## src/rtl/rotate_pkg.sv

```systemverilog
// Shared constants and encodings for the rotate arbiter slice.
package rotate_pkg;

    localparam int unsigned DATA_W  = 32;
    localparam int unsigned SHAMT_W = 5;

    localparam logic ROT_RIGHT = 1'b0;
    localparam logic ROT_LEFT  = 1'b1;

    typedef enum logic {
        ST_EMPTY = 1'b0,
        ST_FULL  = 1'b1
    } state_t;

endpackage

```

## src/rtl/rotate_arbiter_if.sv

```systemverilog
// Two-requester rotate request/response bundle; master = requesters, slave = arbiter.
interface rotate_arbiter_if;
    import rotate_pkg::*;

    logic [1:0]        req_valid;
    logic [1:0]        req_ready;
    logic [1:0]        req_dir;
    logic [DATA_W-1:0] req_a0;
    logic [DATA_W-1:0] req_a1;
    logic [DATA_W-1:0] req_b0;
    logic [DATA_W-1:0] req_b1;
    logic [1:0]        rsp_valid;
    logic [1:0]        rsp_ready;
    logic [DATA_W-1:0] rsp_data;
    logic              busy;

    modport master (
        output req_valid, req_dir, req_a0, req_a1, req_b0, req_b1, rsp_ready,
        input  req_ready, rsp_valid, rsp_data, busy
    );

    modport slave (
        input  req_valid, req_dir, req_a0, req_a1, req_b0, req_b1, rsp_ready,
        output req_ready, rsp_valid, rsp_data, busy
    );

endinterface

```

## src/rtl/rotate_core.sv

```systemverilog
// Combinational 5-stage logarithmic barrel rotator, direction selectable.
module rotate_core
    import rotate_pkg::*;
(
    input  logic               dir,
    input  logic [DATA_W-1:0]  a,
    input  logic [SHAMT_W-1:0] shamt,
    output logic [DATA_W-1:0]  y
);

    always_comb begin
        y = a;
        // Stage i rotates by 2**i when shamt[i] is set.
        for (int unsigned i = 0; i < SHAMT_W; i++) begin
            if (shamt[i[2:0]]) begin
                if (dir == ROT_LEFT)
                    y = (y << (1 << i)) | (y >> (DATA_W - (1 << i)));
                else
                    y = (y >> (1 << i)) | (y << (DATA_W - (1 << i)));
            end
        end
    end

endmodule

```

## src/rtl/rotate_arbiter.sv

```systemverilog
// Round-robin arbiter sharing one rotate core between two requesters,
// with a one-entry result buffer returned to the issuing port.
module rotate_arbiter
    import rotate_pkg::*;
(
    input  logic             clk,
    input  logic             clr_n,
    rotate_arbiter_if.slave  bus
);

    state_t              state, state_nx;
    logic                owner, owner_nx;
    logic                prio, prio_nx;
    logic [DATA_W-1:0]   data_q, data_nx;

    logic                can_accept;
    logic                grant;
    logic                accept;
    logic                sel_dir;
    logic [DATA_W-1:0]   sel_a;
    logic [SHAMT_W-1:0]  sel_shamt;
    logic [DATA_W-1:0]   rot_y;

    always_comb begin
        unique case (bus.req_valid)
            2'b01:   grant = 1'b0;
            2'b10:   grant = 1'b1;
            default: grant = prio;
        endcase
    end

    assign sel_dir   = grant ? bus.req_dir[1] : bus.req_dir[0];
    assign sel_a     = grant ? bus.req_a1 : bus.req_a0;
    assign sel_shamt = grant ? bus.req_b1[SHAMT_W-1:0] : bus.req_b0[SHAMT_W-1:0];

    rotate_core u_core (
        .dir   (sel_dir),
        .a     (sel_a),
        .shamt (sel_shamt),
        .y     (rot_y)
    );

    always_comb begin
        state_nx = state;
        owner_nx = owner;
        prio_nx  = prio;
        data_nx  = data_q;

        // A draining buffer can take the next result in the same cycle.
        can_accept = (state == ST_EMPTY) || bus.rsp_ready[owner];
        accept     = clr_n && can_accept && (|bus.req_valid);

        bus.req_ready        = '0;
        bus.req_ready[grant] = clr_n && can_accept;

        if (accept) begin
            state_nx = ST_FULL;
            owner_nx = grant;
            prio_nx  = ~grant;
            data_nx  = rot_y;
        end else if ((state == ST_FULL) && bus.rsp_ready[owner]) begin
            state_nx = ST_EMPTY;
        end

        bus.rsp_valid = '0;
        if (state == ST_FULL)
            bus.rsp_valid[owner] = 1'b1;
        bus.rsp_data = data_q;
        bus.busy     = (state == ST_FULL);
    end

    always_ff @(posedge clk or negedge clr_n) begin
        if (!clr_n) begin
            state  <= ST_EMPTY;
            owner  <= 1'b0;
            prio   <= 1'b0;
            data_q <= '0;
        end else begin
            state  <= state_nx;
            owner  <= owner_nx;
            prio   <= prio_nx;
            data_q <= data_nx;
        end
    end

endmodule
```

## src/flat_wrapper.sv

```systemverilog
// flat-port wrapper written by rule: the top's interface ports become plain ports
module rotate_arbiter_flat import rotate_pkg::*;
  (clk, clr_n, bus_req_valid, bus_req_dir, bus_req_a0, bus_req_a1, bus_req_b0, bus_req_b1, bus_rsp_ready, bus_req_ready, bus_rsp_valid, bus_rsp_data, bus_busy);
  rotate_arbiter_if bus_i ();
  input  logic clk;
  input  logic clr_n;
  input wire logic [$bits(bus_i.req_valid)-1:0] bus_req_valid;
  input wire logic [$bits(bus_i.req_dir)-1:0] bus_req_dir;
  input wire logic [$bits(bus_i.req_a0)-1:0] bus_req_a0;
  input wire logic [$bits(bus_i.req_a1)-1:0] bus_req_a1;
  input wire logic [$bits(bus_i.req_b0)-1:0] bus_req_b0;
  input wire logic [$bits(bus_i.req_b1)-1:0] bus_req_b1;
  input wire logic [$bits(bus_i.rsp_ready)-1:0] bus_rsp_ready;
  output wire logic [$bits(bus_i.req_ready)-1:0] bus_req_ready;
  output wire logic [$bits(bus_i.rsp_valid)-1:0] bus_rsp_valid;
  output wire logic [$bits(bus_i.rsp_data)-1:0] bus_rsp_data;
  output wire logic [$bits(bus_i.busy)-1:0] bus_busy;
  assign bus_i.req_valid = bus_req_valid;
  assign bus_i.req_dir = bus_req_dir;
  assign bus_i.req_a0 = bus_req_a0;
  assign bus_i.req_a1 = bus_req_a1;
  assign bus_i.req_b0 = bus_req_b0;
  assign bus_i.req_b1 = bus_req_b1;
  assign bus_i.rsp_ready = bus_rsp_ready;
  assign bus_req_ready = bus_i.req_ready;
  assign bus_rsp_valid = bus_i.rsp_valid;
  assign bus_rsp_data = bus_i.rsp_data;
  assign bus_busy = bus_i.busy;
  rotate_arbiter u_core (.clk(clk), .clr_n(clr_n), .bus(bus_i));
endmodule
```

## config.mk

```make
export PLATFORM = sky130hd
export DESIGN_NAME = rotate_arbiter_flat
export DESIGN_NICKNAME = d
export VERILOG_FILES = /design/src/rtl/rotate_pkg.sv /design/src/rtl/rotate_arbiter_if.sv /design/src/rtl/rotate_core.sv /design/src/rtl/rotate_arbiter.sv /design/src/flat_wrapper.sv
export SDC_FILE = /design/constraint.sdc
export NUM_CORES = 1
export LEC_CHECK = 0
export CORE_MARGIN = 2
export CORE_UTILIZATION = 25
export DETAILED_ROUTE_END_ITERATION = 8
export DONT_BUFFER_PORTS = 1
export PLACE_DENSITY = 0.51
export SETUP_SLACK_MARGIN = 0.3
export SLEW_MARGIN = 20
export SYNTH_ARGS = -nofsm -noshare
export SYNTH_HDL_FRONTEND = slang
export SYNTH_SLANG_ARGS = --single-unit
```

## constraint.sdc

```tcl
create_clock -name clk -period 2.7 [get_ports clk]
set_clock_uncertainty 0.1 [all_clocks]
set_input_delay 0.405 -clock clk [delete_from_list [all_inputs] [get_ports clk]]
set_output_delay 0.405 -clock clk [all_outputs]
set_load 0.05 [all_outputs]
```

After elaboration in Yosys (flattened, before gate mapping)
Cells that the tools add are included.

storage, ports and cells
  register bits after elaboration = 35
  latch bits = 0
  memory bits (writable) = 0
  memory bits (read-only) = 0
  input bits = 136
  output and inout bits = 37
  word-level logic and storage cells = 52
  memories = 0

cells by class
  add/subtract/negate cells = 0
  multiply operators = 0
  div/mod/pow operators = 0
  $lt $le $gt $ge = 4
  equal/unequal tests = 2
  shifts and indexed selects = 0
  mux-type cells = 22
  bitwise logic cells = 12
  reductions and logical operators = 8

operators by type and width
  cell                  number
  $mux W32              10
  $or A16 B32 Y32       1
  $or A24 B32 Y32       1
  $or A28 B32 Y32       1
  $or A30 B32 Y32       1
  $or A31 B32 Y32       1
  $or A32 B1 Y32        1
  $or A32 B2 Y32        1
  $or A32 B4 Y32        1
  $or A32 B8 Y32        1
  $mux W1               7
  $logic_and A1 B1 Y1   5
  $mux W5               1
  $lt A1 B2 Y1 const B  2
  $and A2 B2 Y2         1
  $demux W1 S1          2
  $eq A2 B1 Y1 const B  1
  $eq A2 B2 Y1 const B  1
  $ge A1 B1 Y1 const B  2
  $mux W2               1
  $not A1 Y1            2
  $pmux W1 S2           1
  $reduce_bool A2 Y1    1
  $reduce_or A2 Y1      1
  $logic_or A1 B1 Y1    1

Depth between registers and ports, before layout
  depth in word-level cells = 17
  mapped depth = 14
  mapped depth without buffers = 10

Cells and area by module
Synthesis repeated with hierarchy kept, for this count alone.

unflattened totals
  cell total of the unflattened synthesis = 676
  area total of the unflattened synthesis = 5957.0 um^2

by module, submodules not included
  module          instances  cells each  area an instance (um^2)  sequential area each (um^2)
  rotate_core     1          544         3965.1                   0.0
  rotate_arbiter  1          132         1991.9                   875.8

Worst setup path after synthesis
Ideal clock, no wire load.

  path type = input to register
  start = input bus_req_valid[0]
  end = register u_core.data_q[24], in the netlist u_core.bus.rsp_data[24]
  setup time = 145 ps
  data arrival time = 2811 ps
  required time = 2455 ps
  path slack = -357 ps
  cell stages on the path = 10
  path buffers = 0
  cell sequence = inv_1 > ha_1 > mux2_4 > mux2i_1 > mux4_2 > mux2_2 > o211ai_1 > a21oi_1 > a311oi_1 > a211oi_1

between the ends
  word-level cells in the longest chain between the ends = 17
  elaborated cells between the ends (all ways) = 26
  those cells by class = eq/ne (2); mux (13); bitwise (9); reduce/logical (2)

RTL lines
  element                                            line                                  RTL
  from (decl)                                        flat_wrapper.sv:7                     input wire logic [$bits(bus_i.req_valid)-1:0] bus_req_valid;
  $eq A2 B2 Y1 or $eq A2 B1 Y1 (tied branches)       rotate_arbiter.sv:25                  unique case (bus.req_valid)
  $pmux W1 S2                                        rotate_arbiter.sv:25
  $mux W32                                           rotate_arbiter.sv:33                  assign sel_a = grant ? bus.req_a1 : bus.req_a0;
  $or A31 B32 Y32 or $or A32 B1 Y32 (tied branches)  rotate_core.sv:19, rotate_core.sv:17
  $mux W32                                           rotate_core.sv:16                     if (dir == ROT_LEFT)
  $mux W32                                           rotate_core.sv:15                     if (shamt[i[2:0]]) begin
  $or A30 B32 Y32 or $or A32 B2 Y32 (tied branches)  rotate_core.sv:19, rotate_core.sv:17
  $mux W32                                           rotate_core.sv:16
  $mux W32                                           rotate_core.sv:15
  $or A28 B32 Y32 or $or A32 B4 Y32 (tied branches)  rotate_core.sv:19, rotate_core.sv:17
  $mux W32                                           rotate_core.sv:16
  $mux W32                                           rotate_core.sv:15
  $or A24 B32 Y32 or $or A32 B8 Y32 (tied branches)  rotate_core.sv:19, rotate_core.sv:17
  $mux W32                                           rotate_core.sv:16
  $mux W32                                           rotate_core.sv:15
  $or A16 B32 Y32                                    rotate_core.sv:17, rotate_core.sv:19
  $mux W32                                           rotate_core.sv:15
  to (signal assigned)                               rotate_arbiter.sv:82                  data_q <= data_nx;
  to (decl)                                          rotate_arbiter.sv:14                  logic [DATA_W-1:0] data_q, data_nx;

Parallel ways exist; a longest one is shown, timed or not.
A chain may end at the register's enable or synchronous reset.

Worst setup path in the final report
  start = input bus_req_valid[0]
  end = register u_core.data_q[15], in the netlist u_core.bus.rsp_data[15]

The elaborated chain is that of the path after synthesis.

==> results summary <==
TritonCTS built the clock tree. Dividing total power by cell area gives a power density of 767 nW/um^2. The violation count after the first detailed-route iteration is about 1300. Counting every sink on the clock net gives 35. The final reports fail on negative setup slack. Among all flip-flop cells after synthesis, the most frequent one is dfrtp_1. The final critical-path share of the clock period came out at 112%. The average instance in the mapped netlist occupies 6.94 um^2.

For this run, the slowest stage of the critical path takes roughly 0.40 ns. The vias per cell came out at roughly 6.0. The via count of the first global-routing pass came to 10068. The row count came out at 65.

The worst path buffer plus inverter count came out at 7. The data required time at the worst endpoint came out at roughly 2.7 ns. From bottom edge to top edge, the die measures around 180 um.

The critical path goes through inv_12 > ha_4 > mux2_4 > buf_4 > buf_12 > buf_12 > buf_12 > mux2i_4 > buf_4 > clkbuf_16 > a311o_1 > o221ai_2 > o311a_1 > o221ai_1. Among the stages of the critical path, the cell type that occurs most often is buf_12. The detailed-placement wirelength estimate came out at around 32000 um. The core box area is 31500 um^2. In this run the worst path has a maximum fanout of 15.

Power comes to 0.00952 W. The initial antenna violation count is 0. The final layout net count is approximately 1500.

The total nets after synthesis is ~1300. The worst setup path is of the input pin to register kind. In this run the remaining antenna-violating nets after routing total 0.

After routing the design area is 12400 um^2. The overall global routing resource usage is between 20% and 30%. VDD sags by at most ~430 uV. The signal arrival time at the worst endpoint came out at roughly 3.1 ns. The transition at the pin with the smallest max-transition slack is between 0.6 and 0.7 ns. Yosys attributes the largest share of cell area to mux2i_1, dfrtp_1, nand2_1, a211oi_1, nor2_1. Summing every instance area after synthesis gives approximately 8000 um^2. The layout-stage area growth over the synthesis result is 55.4%. The first-pass iteration count of the detailed router is 6. The number of distinct library cell variants in the gate-level netlist after synthesis is 62. The cell area after placement is about 10000 um^2. The clock insertion delay at the later pin of the skew report is between 0.2 and 0.3 ns. The number of failing hold endpoints at the final stage came out at 0. The deepest level of the CTS H-tree came out at 2. The leakage power of the design is a little over 5 nW. At the end of routability-driven placement, the weighted congestion stood at ~0.98. During placement, the flow inserted port buffers numbering 0.

The proportion of synthesized flip-flops having asynchronous set or reset came out at 100%. Pin placement for this block handled between 150 and 200 I/O pins. Broken down by cell family, the worst path's largest delay share belongs to buffers and inverters. The sequential cell area fraction in the yosys report came out at between 10% and 20%.

The category of the worst setup path launch point is an input pin. Detailed routing inserted a total of about 11000 vias. Setup repair after global routing could not meet its margin everywhere. mux2i_1 takes more of the synthesized area than any other cell. Synthesis produced roughly 1200 cells. Dividing the detail-routed wire length by the instance count gives 24.8 um.

The register bit count reported by yosys is 35. The number of warnings printed during yosys synthesis is 0. The root buffer cell chosen for the clock tree is clkbuf_16.

The die width is between 150 and 200 um. The largest net degree at the start of global routing is between 100 and 150. The portion of synthesized cell area occupied by the leading cell type came out at about 22%.

The total of max-cap violations came out at 0. The worst path in the final design needs a cycle of ~3 ns, including I/O delays and setup. The run finished, with violations left. In the routed design, unresolved DRC markers number 0.

The number of buffers on the longest clock path came out at 2. The number of buffers added by the clock tree synthesis step came out at 5. The worst setup path is captured at a register. The highest-delay cell along the critical path is mux2_4. The starting utilization of the core area came out at 25.4%.

The normalized max-slew margin came out at around 58%. After clock tree synthesis, the clock-pin slew on the worst setup and hold paths is approximately 0.05 ns. In this run the worst hold path is classified as input pin to register.

In the post-route analysis, the smallest setup slack over all paths is -0.330 ns. The detailed-route wire length is between 40000 and 50000 um. The number of setup violations in the final report came out at 32.

The sum of overflow across all layers after global routing is 0. The number of antenna repair diodes is 0. The achievable clock frequency is roughly 330 MHz. The full die area came out at around 33000 um^2. The first global-routing pass estimated about 63000 um of wire.

The number of pins exceeding their max-slew limit in the final report was 0. The number of enable-type register cells in the synthesized netlist came out at 0. The post-route netlist has about two fifths of its cells at a drive strength greater than 1.
cells in the mapped netlist (all sizes together), types with 17 or more instances:
master    n
mux2i   176
nand2   147
nor2    115
buf      87
a21oi    77
o21ai    67
a211oi   60
nor3     44
dfrtp    35
nand3    33
clkbuf   27
mux2     24
a31oi    19
o211ai   19
o221ai   17
area by class of cell:
type / count / area, um^2
repair buffers: 318 / 3030
flip-flops and latches: 35 / 877
fillers: 3173 / 19100
multi-input cells: 993 / 7800
inverters: 12 / 62.6
clock inverters: 1 / 5.00
clock buffers: 6 / 139
well taps: 402 / 503
state kept, by name, indices dropped and copies added, names as in the netlist:
signal / flops
u_core.bus.busy: 1
u_core.bus.rsp_data: 32
u_core.owner: 1
u_core.prio: 1
cells by family (layout without fill, tap and decap cells):
logic type / after synthesis / count (layout) / share of synthesized area [%]
simple gates: 415 / 415 / 23.3
buf+inv: 126 / 337 / 7.38
compound gates: 370 / 370 / 31.4
fa+ha+maj: 2 / 2 / 0.313
flops: 35 / 35 / 11.0
mux: 204 / 206 / 26.7
metrics by stage:
stage	setup slack, ns	hold WS [ns]	instances	util (%)	TNS (ns)
2_1_floorplan	-0.299	0.00941	1152	-	-4.31
5_1_grt	-0.396	0.271	1767	39.4	-10.31
4_1_cts	-0.352	0.240	1733	35.7	-7.20
3_3_place_gp	-0.841	0.0102	1704	32.6	-22.82
6_report	-0.330	0.236	1767	39.4	-8.17
3_5_place_dp	-0.797	0.0103	1704	32.6	-22.35
worst reg2reg max path: stages, from the launching register on:
cell	delay [ns]
dfrtp_2	0.42
mux2_4	0.37
buf_4	0.18
buf_12	0.14
buf_12	0.14
buf_12	0.13
mux2i_4	0.18
buf_4	0.16
clkbuf_16	0.18
a311o_1	0.29
o221ai_2	0.20
o311a_1	0.26
o221ai_1	0.12
placed cells by master (no fill, tap or decap), types with 7 or more instances in the layout:
cell	count
mux2_4	7
nor3_2	13
a21oi_1	62
nor3_1	29
a21oi_2	13
a211oi_2	25
buf_6	23
a211oi_1	29
dfrtp_1	34
nor2_1	107
o21ai_1	17
a31oi_1	13
nand4_1	9
nand2b_1	16
clkbuf_16	12
buf_12	27
nand3_1	25
o21ai_0	45
nand3_2	7
mux2i_1	161
buf_4	251
o211ai_1	19
or3_1	12
nand2_1	139
inv_1	10
o221ai_2	14
buf_8	7
mux2_2	19
nor2b_1	14
mux2i_4	10
per-layer routing:
| layer | global-route usage, % | vias to the layer above | part of all wire [%] |
|---|---|---|---|
| met5 | 0 | - | 0 |
| met4 | 9.60 | 0 | 5.3 |
| met3 | 4.96 | 135 | 8.4 |
| met2 | 41.2 | 561 | 47 |
| met1 | 30.7 | 5099 | 40 |
| li1 | - | 4794 | - |
timing repair:
| item | in CTS | in global routing |
|---|---|---|
| endpoints found under the hold margin | 35 | 0 |
| endpoints found under the setup margin | 33 | 32 |
| pin swaps | 15 | 57 |
| gates resized for setup | 126 | 167 |
| hold buffers | 2 | 0 |
| gates cloned | 3 | 7 |
| buffers inserted | 17 | 27 |
worst paths after layout:
kind | from | to | slack, ns | cells after the start
setup reg to reg | u_core.prio | u_core.bus.rsp_data[15] | -0.31 | 12
max in group asynchronous | clr_n | u_core.prio | 1.83 | 2
hold / removal | bus_rsp_ready[0] | u_core.bus.busy | 0.24 | 3
min in group asynchronous | clr_n | u_core.bus.busy | 0.48 | 2
hold reg to reg | u_core.bus.busy | u_core.bus.busy | 0.38 | 2
setup / recovery | bus_req_valid[0] | u_core.bus.rsp_data[15] | -0.33 | 14
where the power goes:
part / leakage (nW) / switching, W / internal, W
Clock: 0.0727 / 0.000206 / 0.000360
Combinational: 4.68 / 0.00378 / 0.00340
Sequential: 0.413 / 0.00102 / 0.000754
(Power assumes the default switching activity.)
